File: config.mk
export PLATFORM = sky130hd
export DESIGN_NAME = if_inst_prefetch_fifo_flat
export DESIGN_NICKNAME = d
export VERILOG_FILES = /design/src/rtl/if_inst_prefetch_fifo_if.sv /design/src/rtl/if_inst_prefetch_fifo.sv /design/src/flat_wrapper.sv
export SDC_FILE = /design/constraint.sdc
export NUM_CORES = 1
export LEC_CHECK = 0
export ABC_AREA = 1
export BUFFER_PORTS_ARGS = -buffer_cell sky130_fd_sc_hd__buf_4
export CAP_MARGIN = 20
export CORE_MARGIN = 2
export CORE_UTILIZATION = 45
export DETAILED_ROUTE_END_ITERATION = 10
export PLACE_DENSITY_LB_ADDON = 0.3
export SYNTH_ARGS = -nofsm -noshare
export SYNTH_HDL_FRONTEND = slang
export SYNTH_SLANG_ARGS = --single-unit
File: constraint.sdc
create_clock -name clk -period 5.1 [get_ports clk]
set_input_delay 1.02 -clock clk [delete_from_list [all_inputs] [get_ports clk]]
set_output_delay 1.02 -clock clk [all_outputs]
set_load 0.03 [all_outputs]
File: src/rtl/if_inst_prefetch_fifo_if.sv
// Handshake bundle between the instruction prefetch buffer and its neighbours.
// The master side is the fetch producer plus the decode consumer.
// The slave side is the buffer itself.
interface if_inst_prefetch_fifo_if #(
   parameter int DW    = 32,
   parameter int AW    = 32,
   parameter int DEPTH = 4
);
   localparam int CW = $clog2(DEPTH) + 1;

   logic          push_valid;
   logic [AW-1:0] push_pc;
   logic [DW-1:0] push_inst;
   logic          push_ready;
   logic          pop_valid;
   logic [AW-1:0] pop_pc;
   logic [DW-1:0] pop_inst;
   logic          pop_ready;
   logic [CW-1:0] count;

   modport master (
      output push_valid, push_pc, push_inst, pop_ready,
      input  push_ready, pop_valid, pop_pc, pop_inst, count
   );

   modport slave (
      input  push_valid, push_pc, push_inst, pop_ready,
      output push_ready, pop_valid, pop_pc, pop_inst, count
   );
endinterface

File: src/rtl/if_inst_prefetch_fifo.sv
// Instruction prefetch buffer between the bus fetch master and the IF/ID register.
// It holds {pc, instruction} pairs in strict FIFO order, and a flush empties it.
// Optional feature macro: PREFETCH_BYPASS_EN. When it is defined, a push into an
// empty buffer is forwarded straight to the pop side in the same cycle.
module if_inst_prefetch_fifo #(
   parameter int DW    = 32,
   parameter int AW    = 32,
   parameter int DEPTH = 4
) (
   input logic                     clk,
   input logic                     rst,
   input logic                     flush,
   if_inst_prefetch_fifo_if.slave  bus
);
   localparam int PW = $clog2(DEPTH);
   localparam int CW = PW + 1;

   logic [AW-1:0] pc_mem   [DEPTH];
   logic [DW-1:0] inst_mem [DEPTH];
   logic [PW-1:0] wr_ptr;
   logic [PW-1:0] rd_ptr;
   logic [CW-1:0] count_q;

   logic full;
   logic empty;
   logic bypass;
   logic push_fire;
   logic pop_fire;
   logic do_write;
   logic do_read;

   // Handshake decode: decides what is offered, accepted, stored and retired this cycle
   always_comb begin
      full          = (count_q == CW'(DEPTH));
      empty         = (count_q == '0);
      bypass        = 1'b0;
`ifdef PREFETCH_BYPASS_EN
      bypass        = empty && bus.push_valid && !flush;
`endif
      bus.push_ready = !full && !flush;
      bus.pop_valid  = (!empty || bypass) && !flush;
      bus.pop_pc     = '0;
      bus.pop_inst   = '0;
      if (bus.pop_valid) begin
         if (bypass) begin
            bus.pop_pc   = bus.push_pc;
            bus.pop_inst = bus.push_inst;
         end else begin
            bus.pop_pc   = pc_mem[rd_ptr];
            bus.pop_inst = inst_mem[rd_ptr];
         end
      end
      push_fire = bus.push_valid && bus.push_ready;
      pop_fire  = bus.pop_valid && bus.pop_ready;
      do_write  = push_fire && !(bypass && bus.pop_ready);
      do_read   = pop_fire && !bypass;
      bus.count = count_q;
   end

   // Pointer and occupancy tracking; reset wins over flush, flush wins over traffic
   always_ff @(posedge clk) begin
      if (rst || flush) begin
         wr_ptr  <= '0;
         rd_ptr  <= '0;
         count_q <= '0;
      end else begin
         if (do_write) begin
            wr_ptr <= wr_ptr + PW'(1);
         end
         if (do_read) begin
            rd_ptr <= rd_ptr + PW'(1);
         end
         if (do_write && !do_read) begin
            count_q <= count_q + CW'(1);
         end else if (!do_write && do_read) begin
            count_q <= count_q - CW'(1);
         end
      end
   end

   // Storage write; the array carries no reset because stale slots are never exposed
   always_ff @(posedge clk) begin
      if (!rst && do_write) begin
         pc_mem[wr_ptr]   <= bus.push_pc;
         inst_mem[wr_ptr] <= bus.push_inst;
      end
   end
endmodule

File: src/flat_wrapper.sv
// flat-port wrapper written by rule: the top's interface ports become plain ports
module if_inst_prefetch_fifo_flat 
#(
   parameter int DW    = 32,
   parameter int AW    = 32,
   parameter int DEPTH = 4
)
  (clk, rst, flush, bus_push_valid, bus_push_pc, bus_push_inst, bus_pop_ready, bus_push_ready, bus_pop_valid, bus_pop_pc, bus_pop_inst, bus_count);
  if_inst_prefetch_fifo_if #(.DW(DW), .AW(AW), .DEPTH(DEPTH)) bus_i ();
  input logic clk;
  input logic rst;
  input logic flush;
  input wire logic [$bits(bus_i.push_valid)-1:0] bus_push_valid;
  input wire logic [$bits(bus_i.push_pc)-1:0] bus_push_pc;
  input wire logic [$bits(bus_i.push_inst)-1:0] bus_push_inst;
  input wire logic [$bits(bus_i.pop_ready)-1:0] bus_pop_ready;
  output wire logic [$bits(bus_i.push_ready)-1:0] bus_push_ready;
  output wire logic [$bits(bus_i.pop_valid)-1:0] bus_pop_valid;
  output wire logic [$bits(bus_i.pop_pc)-1:0] bus_pop_pc;
  output wire logic [$bits(bus_i.pop_inst)-1:0] bus_pop_inst;
  output wire logic [$bits(bus_i.count)-1:0] bus_count;
  assign bus_i.push_valid = bus_push_valid;
  assign bus_i.push_pc = bus_push_pc;
  assign bus_i.push_inst = bus_push_inst;
  assign bus_i.pop_ready = bus_pop_ready;
  assign bus_push_ready = bus_i.push_ready;
  assign bus_pop_valid = bus_i.pop_valid;
  assign bus_pop_pc = bus_i.pop_pc;
  assign bus_pop_inst = bus_i.pop_inst;
  assign bus_count = bus_i.count;
  if_inst_prefetch_fifo #(.DW(DW), .AW(AW), .DEPTH(DEPTH)) u_core (.clk(clk), .rst(rst), .flush(flush), .bus(bus_i));
endmodule
==> metrics.txt <==
status completed; non-filler cells, final 1258; Placed Cells 1213; HPWL Detailed 11800 um; power density cells 353 mW/mm2; Reg2Reg Setup Slack 2.66 ns; clock tree buffer depth 3; Pleak 0.00448 uW; antenna violations before repair 0; CP Capture Type primary output; port buffer count 137; Fmax achieved 0.282 GHz; most common cell after layout, fill and taps aside nor2_1; Post-Syn Area 0.0104 mm2; die area 0.0244 mm2; Buf/Inv on CP 3; GR Util met3 0.0349; Syn Nets 904; Rel. slew slack 0.309; DR DRC count 0; GRT overflow 0; CTS tree done; Final Cell Area 0.0124 mm2; Worst setup SP type register; vias per inst 5.17; largest net degree at the start of global routing 93; most frequent cells in the layout nor2_1 (267), edfxtp_1 (256), buf_4 (144), o21ai_0 (119), a21oi_1 (67); post-CTS sizing 0; post-detailed-route count of antenna-violating nets 0; Tot Pwr 4380 uW; chip height 156 um; core area 0.0227 mm2; FF-to-FF path depth 7; Netlist cell types 19; period utilisation layout 0.695; most used cell, CP buf_4; final hold vios 0; Die X 156 um; CTS buffer count 27; Slew Limit Fails 0; busiest grt layer met2; Routed WL per cell 17.5 um; clk root buf clkbuf_16; clock sinks 265; reg2reg start u_core.bus.count[0]$_SDFFE_PP0P_; Fin Setup TNS 0 ns; vias in the first global route 6118; total track usage 0.176; Cell Rows 55; Mapped Cells 829; leading post-synthesis cells by cell area edfxtp_1 (74%), nor2_1 (9.7%), o21ai_0 (5.7%); number of detailed-route iterations in the first pass 5; H-tree Lvls 1; clk_lat worst skew 0.52 ns; I/O pin cnt 138; critical-path cell list inv_2 -> buf_4 -> nor2_1 -> o21ai_0 -> a21oi_1 -> buf_4; register area share after synthesis 0.754; Yosys warnings 0; WHS Endpoint u_core.bus.count[0]$_SDFFE_PP0P_; Layout Skew 0.0103 ns; RD Place Congestion 0.762; DR vias 6506; first-pass GRT wire length 33000 um; Setup-failing EPs final 0; Worst IR Drop VDD 0.000299 V; Reg-to-Reg End u_core.inst_mem[0][27]$_DFFE_PP_; Req. time, crit path 4.08 ns; initial drt markers 430; unrepaired setup endpoints after global routing no; crit path DAT 2.52 ns; Max Cap Viol 0; Nets 1032; crit-path max FO 48; CTS Hold Bufs 0; #FFs+latches synth 265; crit path kind register to primary output; Post-DP Area 0.0117 mm2; Synth top area share 0.736; syn avg cell area 12.6 um2; CP max stage delay 0.74 ns; area growth from synthesis to layout 18.9%; hold crit path type register to register; clock transition at the registers of the reported paths 0.06 ns; Tightest Pin Transition 1.03 ns; met2 usage 0.294; layout cell share with drive strength beyond 1 0.192; grt met1 use 0.236; cell depth of the worst hold path 1; number of antenna repair diodes 0; Post-Route WL 22000 um; Setup Fix Bufs, Post-CTS 0; kind of cell adding the most delay to the critical path buffers and inverters; initial core utilization 0.460; hold path start u_core.bus.count[0]$_SDFFE_PP0P_; cell depth of the worst setup path 6; slowest cell on the critical path inv_2; cell type with the largest total area after synthesis edfxtp_1; fin crit period 3.54 ns
[cells in the mapped netlist (all sizes together)]
cell / count
buf: 35
clkbuf: 13
xor2: 1
o21ai: 129
nor2: 271
inv: 19
dfxtp: 9
a21oi: 67
fa: 1
nand2: 18
nand4: 2
nand3: 3
edfxtp: 256
ha: 5
[final cells by class]
| class | count | area (um2) |
|---|---|---|
| Fill cell | 1841 | 10300 |
| Sequential cell | 265 | 7870 |
| Multi-Input combinational cell | 497 | 2220 |
| Timing Repair Buffer | 147 | 1140 |
| Clock buffer | 34 | 702 |
| Tap cell | 285 | 357 |
| Inverter | 19 | 72.6 |
| Clock inverter | 11 | 48.8 |
[per-layer routing]
metal | part of all wire | vias to the layer above
met5 | 0 | -
met4 | 0.024 | 0
met3 | 0.072 | 39
met2 | 0.48 | 228
met1 | 0.42 | 3072
li1 | - | 3167
[through the flow]
stage                     worst slack [ns]   util  hold slack, ns
after floorplan                      0.506      -           0.509
after global placement                1.58  0.513           0.497
after detailed placement              1.56  0.513           0.515
after CTS                             1.51  0.547           0.529
after global routing                  1.39  0.547           0.560
final                                 1.56  0.547           0.518
[registers in the layout, summed over array words and instances (netlist names), named ones only]
| signal | cells |
|---|---|
| u_core.pc_mem | 128 |
| u_core.wr_ptr | 2 |
| u_core.rd_ptr | 2 |
| u_core.bus.count | 3 |
| u_core.inst_mem | 128 |
[cell families (layout without fill, tap and decap cells)]
family	count (synthesis)	in the layout	share of synthesized area
fa+ha+maj	6	6	0.00791
compound gates	196	196	0.0939
buf+inv	67	211	0.0373
flops	265	265	0.754
xor+xnor	1	1	0.000839
simple gates	294	294	0.107
[how the worst max path moves through the flow]
stage / from / to / slack (ns)
finish: register / bus_pop_inst[1] / 1.56
global route: register / bus_pop_inst[1] / 1.39
CTS: register / bus_pop_inst[1] / 1.51
detailed placement: flush / bus_pop_inst[9] / 1.56
global placement: flush / bus_pop_pc[22] / 1.58
floorplan: flush / u_core.inst_mem[0][0]$_DFFE_PP_ / 0.51
[power by group]
group / total, uW / switching, uW / leakage [uW] / internal (uW)
combinational: 260 / 167 / 0.00173 / 92.6
clock: 1700 / 739 / 0.000364 / 960
sequential: 2420 / 7.09 / 0.00239 / 2410
total: 4380 / 913 / 0.00448 / 3470
(Power assumes the default switching activity.)
